### src/rtl/uart_tx_fifo_drain.sv
// uart_tx_fifo_drain
//
// Downstream stage of the bridge's byte FIFO. It pulls one byte from the
// FIFO read port and sends it on the UART TX line as 8N1: one start bit,
// 8 data bits LSB first, then one stop bit. It only issues a read when the
// FIFO reports a byte available and transmit is enabled.
//
// Parameters:
//   CLKS_PER_BIT  clock cycles per UART bit (>= 2)
//
// Ports:
//   clk           system clock, rising edge
//   reset_n       asynchronous active-low reset
//   i_data        FIFO output byte
//   i_fifo_empty  FIFO empty flag (high = nothing to read)
//   i_tx_enable   flow-control gate, sampled only while idle
//   en_read       registered FIFO read strobe, one cycle per byte
//   o_tx          UART serial line, idle high
//   o_busy        high whenever a byte is being fetched or sent
//   o_done        one-cycle pulse after each stop bit completes

module uart_tx_fifo_drain #(
  parameter int CLKS_PER_BIT = 868
) (
  input  logic       clk,
  input  logic       reset_n,
  input  logic [7:0] i_data,
  input  logic       i_fifo_empty,
  input  logic       i_tx_enable,
  output logic       en_read,
  output logic       o_tx,
  output logic       o_busy,
  output logic       o_done
);

  localparam int CNT_W = (CLKS_PER_BIT > 1) ? $clog2(CLKS_PER_BIT) : 1;
  localparam logic [CNT_W-1:0] CNT_LAST = CNT_W'(CLKS_PER_BIT - 1);

  typedef enum logic [2:0] {
    S_IDLE,
    S_FETCH,
    S_LATCH,
    S_START,
    S_DATA,
    S_STOP
  } state_t;

  state_t           state_q, state_d;
  logic [CNT_W-1:0] cnt_q, cnt_d;
  logic [2:0]       bit_idx_q, bit_idx_d;
  logic [7:0]       shift_q, shift_d;
  logic             tx_d;
  logic             en_read_d;
  logic             done_d;
  logic             bit_end;

  // The baud counter reaching its terminal value marks the last cycle of
  // the current bit on the line.
  assign bit_end = (cnt_q == CNT_LAST);

  assign o_busy = (state_q != S_IDLE);

  // All outputs except o_busy are registered, so a reset forces the line
  // high and the read strobe low without waiting for a clock edge.
  always_ff @(posedge clk or negedge reset_n) begin
    if (!reset_n) begin
      state_q   <= S_IDLE;
      cnt_q     <= '0;
      bit_idx_q <= '0;
      shift_q   <= '0;
      o_tx      <= 1'b1;
      en_read   <= 1'b0;
      o_done    <= 1'b0;
    end else begin
      state_q   <= state_d;
      cnt_q     <= cnt_d;
      bit_idx_q <= bit_idx_d;
      shift_q   <= shift_d;
      o_tx      <= tx_d;
      en_read   <= en_read_d;
      o_done    <= done_d;
    end
  end

  // Next-state logic. The read strobe and the done pulse default low so
  // each lasts exactly one cycle. The byte is captured in LATCH, one cycle
  // after the strobe, because the FIFO's registered output only reflects
  // the popped byte after the edge that ends the strobe. The line value for
  // the next bit is computed one edge ahead so o_tx changes exactly on bit
  // boundaries.
  always_comb begin
    state_d   = state_q;
    cnt_d     = cnt_q;
    bit_idx_d = bit_idx_q;
    shift_d   = shift_q;
    tx_d      = o_tx;
    en_read_d = 1'b0;
    done_d    = 1'b0;

    case (state_q)
      S_IDLE: begin
        tx_d = 1'b1;
        if (i_tx_enable && !i_fifo_empty) begin
          en_read_d = 1'b1;
          state_d   = S_FETCH;
        end
      end

      S_FETCH: begin
        state_d = S_LATCH;
      end

      S_LATCH: begin
        shift_d = i_data;
        tx_d    = 1'b0;
        cnt_d   = '0;
        state_d = S_START;
      end

      S_START: begin
        if (bit_end) begin
          cnt_d     = '0;
          tx_d      = shift_q[0];
          bit_idx_d = 3'd0;
          state_d   = S_DATA;
        end else begin
          cnt_d = cnt_q + 1'b1;
        end
      end

      S_DATA: begin
        if (bit_end) begin
          cnt_d = '0;
          if (bit_idx_q == 3'd7) begin
            tx_d    = 1'b1;
            state_d = S_STOP;
          end else begin
            shift_d   = {1'b0, shift_q[7:1]};
            tx_d      = shift_q[1];
            bit_idx_d = bit_idx_q + 3'd1;
          end
        end else begin
          cnt_d = cnt_q + 1'b1;
        end
      end

      S_STOP: begin
        if (bit_end) begin
          cnt_d   = '0;
          done_d  = 1'b1;
          state_d = S_IDLE;
        end else begin
          cnt_d = cnt_q + 1'b1;
        end
      end

      default: begin
        tx_d    = 1'b1;
        state_d = S_IDLE;
      end
    endcase
  end

endmodule

### config.mk
export PLATFORM = sky130hd
export DESIGN_NAME = uart_tx_fifo_drain
export DESIGN_NICKNAME = d
export VERILOG_FILES = /design/src/rtl/uart_tx_fifo_drain.sv
export SDC_FILE = /design/constraint.sdc
export NUM_CORES = 1
export LEC_CHECK = 0
export CORE_AREA = 2 2 67 56
export DETAILED_ROUTE_END_ITERATION = 6
export DIE_AREA = 0 0 69 58
export GPL_TIMING_DRIVEN = 0
export PLACE_DENSITY = 0.64
export SLEW_MARGIN = 0
export SYNTH_ARGS = -nofsm -noshare
export SYNTH_HDL_FRONTEND = slang
export SYNTH_SLANG_ARGS = --single-unit
export TNS_END_PERCENT = 20
### constraint.sdc
create_clock -name clk -period 3 [get_ports clk]
set_input_delay 0.6 -clock clk [delete_from_list [all_inputs] [get_ports clk]]
set_output_delay 0.6 -clock clk [all_outputs]
set_load 0.01 [all_outputs]
==> flow_summary_export.csv, run 1 <==
group,metric,value,unit
worst_setup_path,required,2.40,ns
sta,final.period_utilization,0.777,
die,chipHeight,58,um
sta,rsz0062_at_grt,"false",
placement,dp_slack,0.925,ns
worst_setup_path,crit_type,"reg -> out",
detailed_routing,routed_wl,3280,um
die,die_area,4000,um2
sta,tns,0,ns
detailed_routing,num_vias,1165,
logic_synthesis,synthXorXnorAreaFrac,0.00587,
worst_setup_path,timing.rr.start,"cnt_q[0]$_DFFE_PN0P_",
worst_hold_path,holdPathEnd,"shift_q[7]$_DFFE_PN0P_",
power_and_ir_drop,leakage,0.000774,uW
logic_synthesis,synth.ff_latch_count,27,
logic_synthesis,synth-simple-area-share,0.170,
clocking,worstSkewPairLatency,0.28,ns
die,ioPinCount,16,
global_routing,grt_pass1_vias,1164,
sta,clock_skew,0.00369,ns
worst_setup_path,critical_path.max_stage_delay,0.49,ns
global_routing,grt_pass1_wl,5580,um
detailed_routing,drt_iter0_markers,79,
power_and_ir_drop,power_density,352,nW/um2
detailed_routing,drc_errors,0,
final_layout,final_core_util,0.531,
logic_synthesis,synth_fa_ha_area_frac,0.0251,
die,coreArea,3330,um2
worst_setup_path,cp-start-kind,"register",
placement,dpl.hpwl,2350,um
final_layout,n_antenna_cell,0,
sta,slew_viol_final,0,
worst_hold_path,hold_path.class,"reg -> reg",
clocking,hold_buffers,0,
power_and_ir_drop,peakVddDrop,0.302,mV
logic_synthesis,synth_cells,138,
detailed_routing,viasPerCell,5.83,
logic_synthesis,synth_compound_area_frac,0.150,
logic_synthesis,synth-edff-count,0,
worst_setup_path,critPathBufInv,2,
global_routing,track_usage,0.179,
logic_synthesis,synth_top_family_by_area,"simple AND/OR/NAND/NOR gates",
worst_setup_path,reg2reg_depth,7,
detailed_routing,wire_per_inst,16.4,um
logic_synthesis,ys_warn_count,0,
worst_hold_path,min_from,"shift_q[7]$_DFFE_PN0P_",
logic_synthesis,ys.flop_type,"dfrtp_1",
worst_setup_path,crit_fanout,10,
worst_setup_path,slowest_stage,"clkdlybuf4s50_1",
logic_synthesis,synthArstFlopShare,1.00,
placement,portBuffers,15,
final_layout,layout-drive-gt1-share,0.184,
clocking,cts_buffers,3,
detailed_routing,first_pass_iters,4,
die,rows,19,
clocking,cts_tree,"yes",
worst_setup_path,cpLargestDelayFamily,"buffers and inverters",
sta,slew_headroom,0.611,
worst_hold_path,whs_path_depth,1,
sta,hold_violations,0,
sta,min_period,2.33,ns
worst_setup_path,reg2reg_setup_slack,0.95,ns
clocking,cts.repair.resized,0,
worst_setup_path,r2r_end,"cnt_q[8]$_DFFE_PN0P_",
global_routing,grt_overflow_total,0,
placement,dpl_cell_area,1700,um2
sta,worst_hold_slack,0.486,ns
sta,setup_ws,0.669,ns
final_layout,area_growth,18.4,%
clocking,cts_num_sinks,27,
clocking,clock-root-buffer,"clkbuf_8",
worst_setup_path,crit_arrival,1.73,ns
sta,setup_viol,0,
logic_synthesis,ys_types,44,
worst_setup_path,crit_chain,"buf_2 -> nor2_1 -> nand2_1 -> clkdlybuf4s50_1",
logic_synthesis,synthesis.area_per_instance,10.8,um2
clocking,clk_pin_slew_worst_paths,0.09,ns
die,die_w,69,um
final_layout,nets,174,
logic_synthesis,synthesis.nets,153,
clocking,postCtsSetupRepairBufs,0,
global_routing,antenna_found_initial,0,
sta,fmax,0.429,GHz
sta,tightest_slew,0.581,ns
die,start_util,0.448,
final_layout,design_area,1770,um2
worst_setup_path,worst_setup_path_end_kind,"output pin",
logic_synthesis,synth_mux_area_frac,0.151,
clocking,clock_path_buffers,2,
logic_synthesis,syn_area,1490,um2
detailed_routing,ant_nets,0,
logic_synthesis,seq_area_frac_synth,0.453,
outcome,outcome,"complete, no violations",
global_routing,grt_max_degree,28,
clocking,htree_levels,1,
job,drv_cap,0,
placement,gp_congestion,0.807,
==> synth_stat cells, types with 4 or more instances <==
master,n,area (um2)
mux2_2,8,90.1
nor2_1,5,18.8
a21oi_1,4,20.0
nand2_1,8,30.0
dfrtp_1,26,651
mux2_4,7,105
a31oi_1,8,50.1
nand3_1,9,45.0
a41oi_1,4,35.0
nand2b_1,4,25.0
buf_2,5,25.0
==> worst reg2reg max path, cell delays in order (launching register included) <==
cell      delay (ns)
dfrtp_1         0.43
ha_1            0.25
nor3b_1         0.15
nand3_1         0.15
buf_2           0.27
clkbuf_1        0.38
nand3_1         0.13
a31oi_1         0.22
==> cells in the final DEF (no fill, tap or decap), types with 2 or more instances in the layout <==
cell type	n
buf_6	2
or3_1	3
nand2b_1	4
clkdlybuf4s50_1	15
dfrtp_1	26
and3_1	2
inv_1	3
clkbuf_8	3
nand2_1	8
a22o_1	2
nand3_1	9
nor2_1	5
a41oi_1	4
clkbuf_1	2
a21oi_1	4
nor3b_1	2
nor3_1	3
mux2i_1	3
ha_1	3
o21ai_0	2
a31oi_1	8
nand4_1	3
buf_2	5
mux2_2	8
mux2_4	7
==> flip-flops by register name (all words and copies together) (netlist names) <==
signal	flops
cnt_q	10
bit_idx_q	3
state_q	3
o_done	1
o_tx	1
shift_q	8
en_read	1
==> worst max-delay path by stage <==
stage | from | end | slack [ns] | cells past startpoint
after floorplan | bit_idx_q[0]$_DFFE_PN0P_ | shift_q[0]$_DFFE_PN0P_ | 1.09 | 6
after global placement | reset_n | shift_q[2]$_DFFE_PN0P_ | 0.98 | 1
after detailed placement | reset_n | shift_q[2]$_DFFE_PN0P_ | 0.93 | 1
after CTS | state_q[0]$_DFFE_PN0P_ | o_busy | 0.68 | 4
after global routing | state_q[0]$_DFFE_PN0P_ | o_busy | 0.61 | 4
final | state_q[0]$_DFFE_PN0P_ | o_busy | 0.67 | 4
==> routing by layer <==
| layer | up-vias | share of wire | track usage |
|---|---|---|---|
| li1 | 558 | - | - |
| met1 | 575 | 0.46 | 0.239 |
| met2 | 27 | 0.48 | 0.286 |
| met3 | 5 | 0.046 | 0.0417 |
| met4 | 0 | 0.014 | 0.0700 |
| met5 | - | 0 | 0 |
==> cell type report <==
type / instances / area, um2
fillers: 304 / 1560
plain buffers: 9 / 55.1
clock buffers: 4 / 45.0
multi-input cells: 99 / 749
well taps: 42 / 52.6
repair buffers: 16 / 178
flip-flops and latches: 27 / 677
inverters: 3 / 11.3
==> cells by family after synthesis <==
kind of cell / count (synthesis)
and+or+nand+nor: 46
buffers and inverters: 12
AOI/OAI and AO/OA: 31
adders and majority gates: 3
DFF: 27
muxes: 18
xor gates and xnor gates: 1
==> where the power goes <==
| group | switching [uW] | internal [uW] |
|---|---|---|
| clock | 114 | 95.4 |
| sequential | 3.54 | 369 |
| combinational | 13.3 | 26.8 |
==> metrics by stage <==
step                      cells  total power [uW]
after floorplan             138               391
after global placement      195               414
after detailed placement    195               416
after CTS                   199               624
after global routing        200               650
final                       200               622
Power figures use the tool's default switching activity.
==> run 2, diff against run 1 <==
Clock period 3 ns to 2.4 ns, I/O delays scaled along.
==> results of run 2 <==
Same layout as run 1 (identical final DEF). Status: complete, no violations.
Among the figures that moved: setup slack after placement 0.925 ns -> 0.366 ns; setup slack after layout 0.669 ns -> 0.189 ns; register-to-register setup slack 0.95 ns -> 0.35 ns; total power 622 uW -> 778 uW; worst IR drop on VDD 0.302 mV -> 0.378 mV
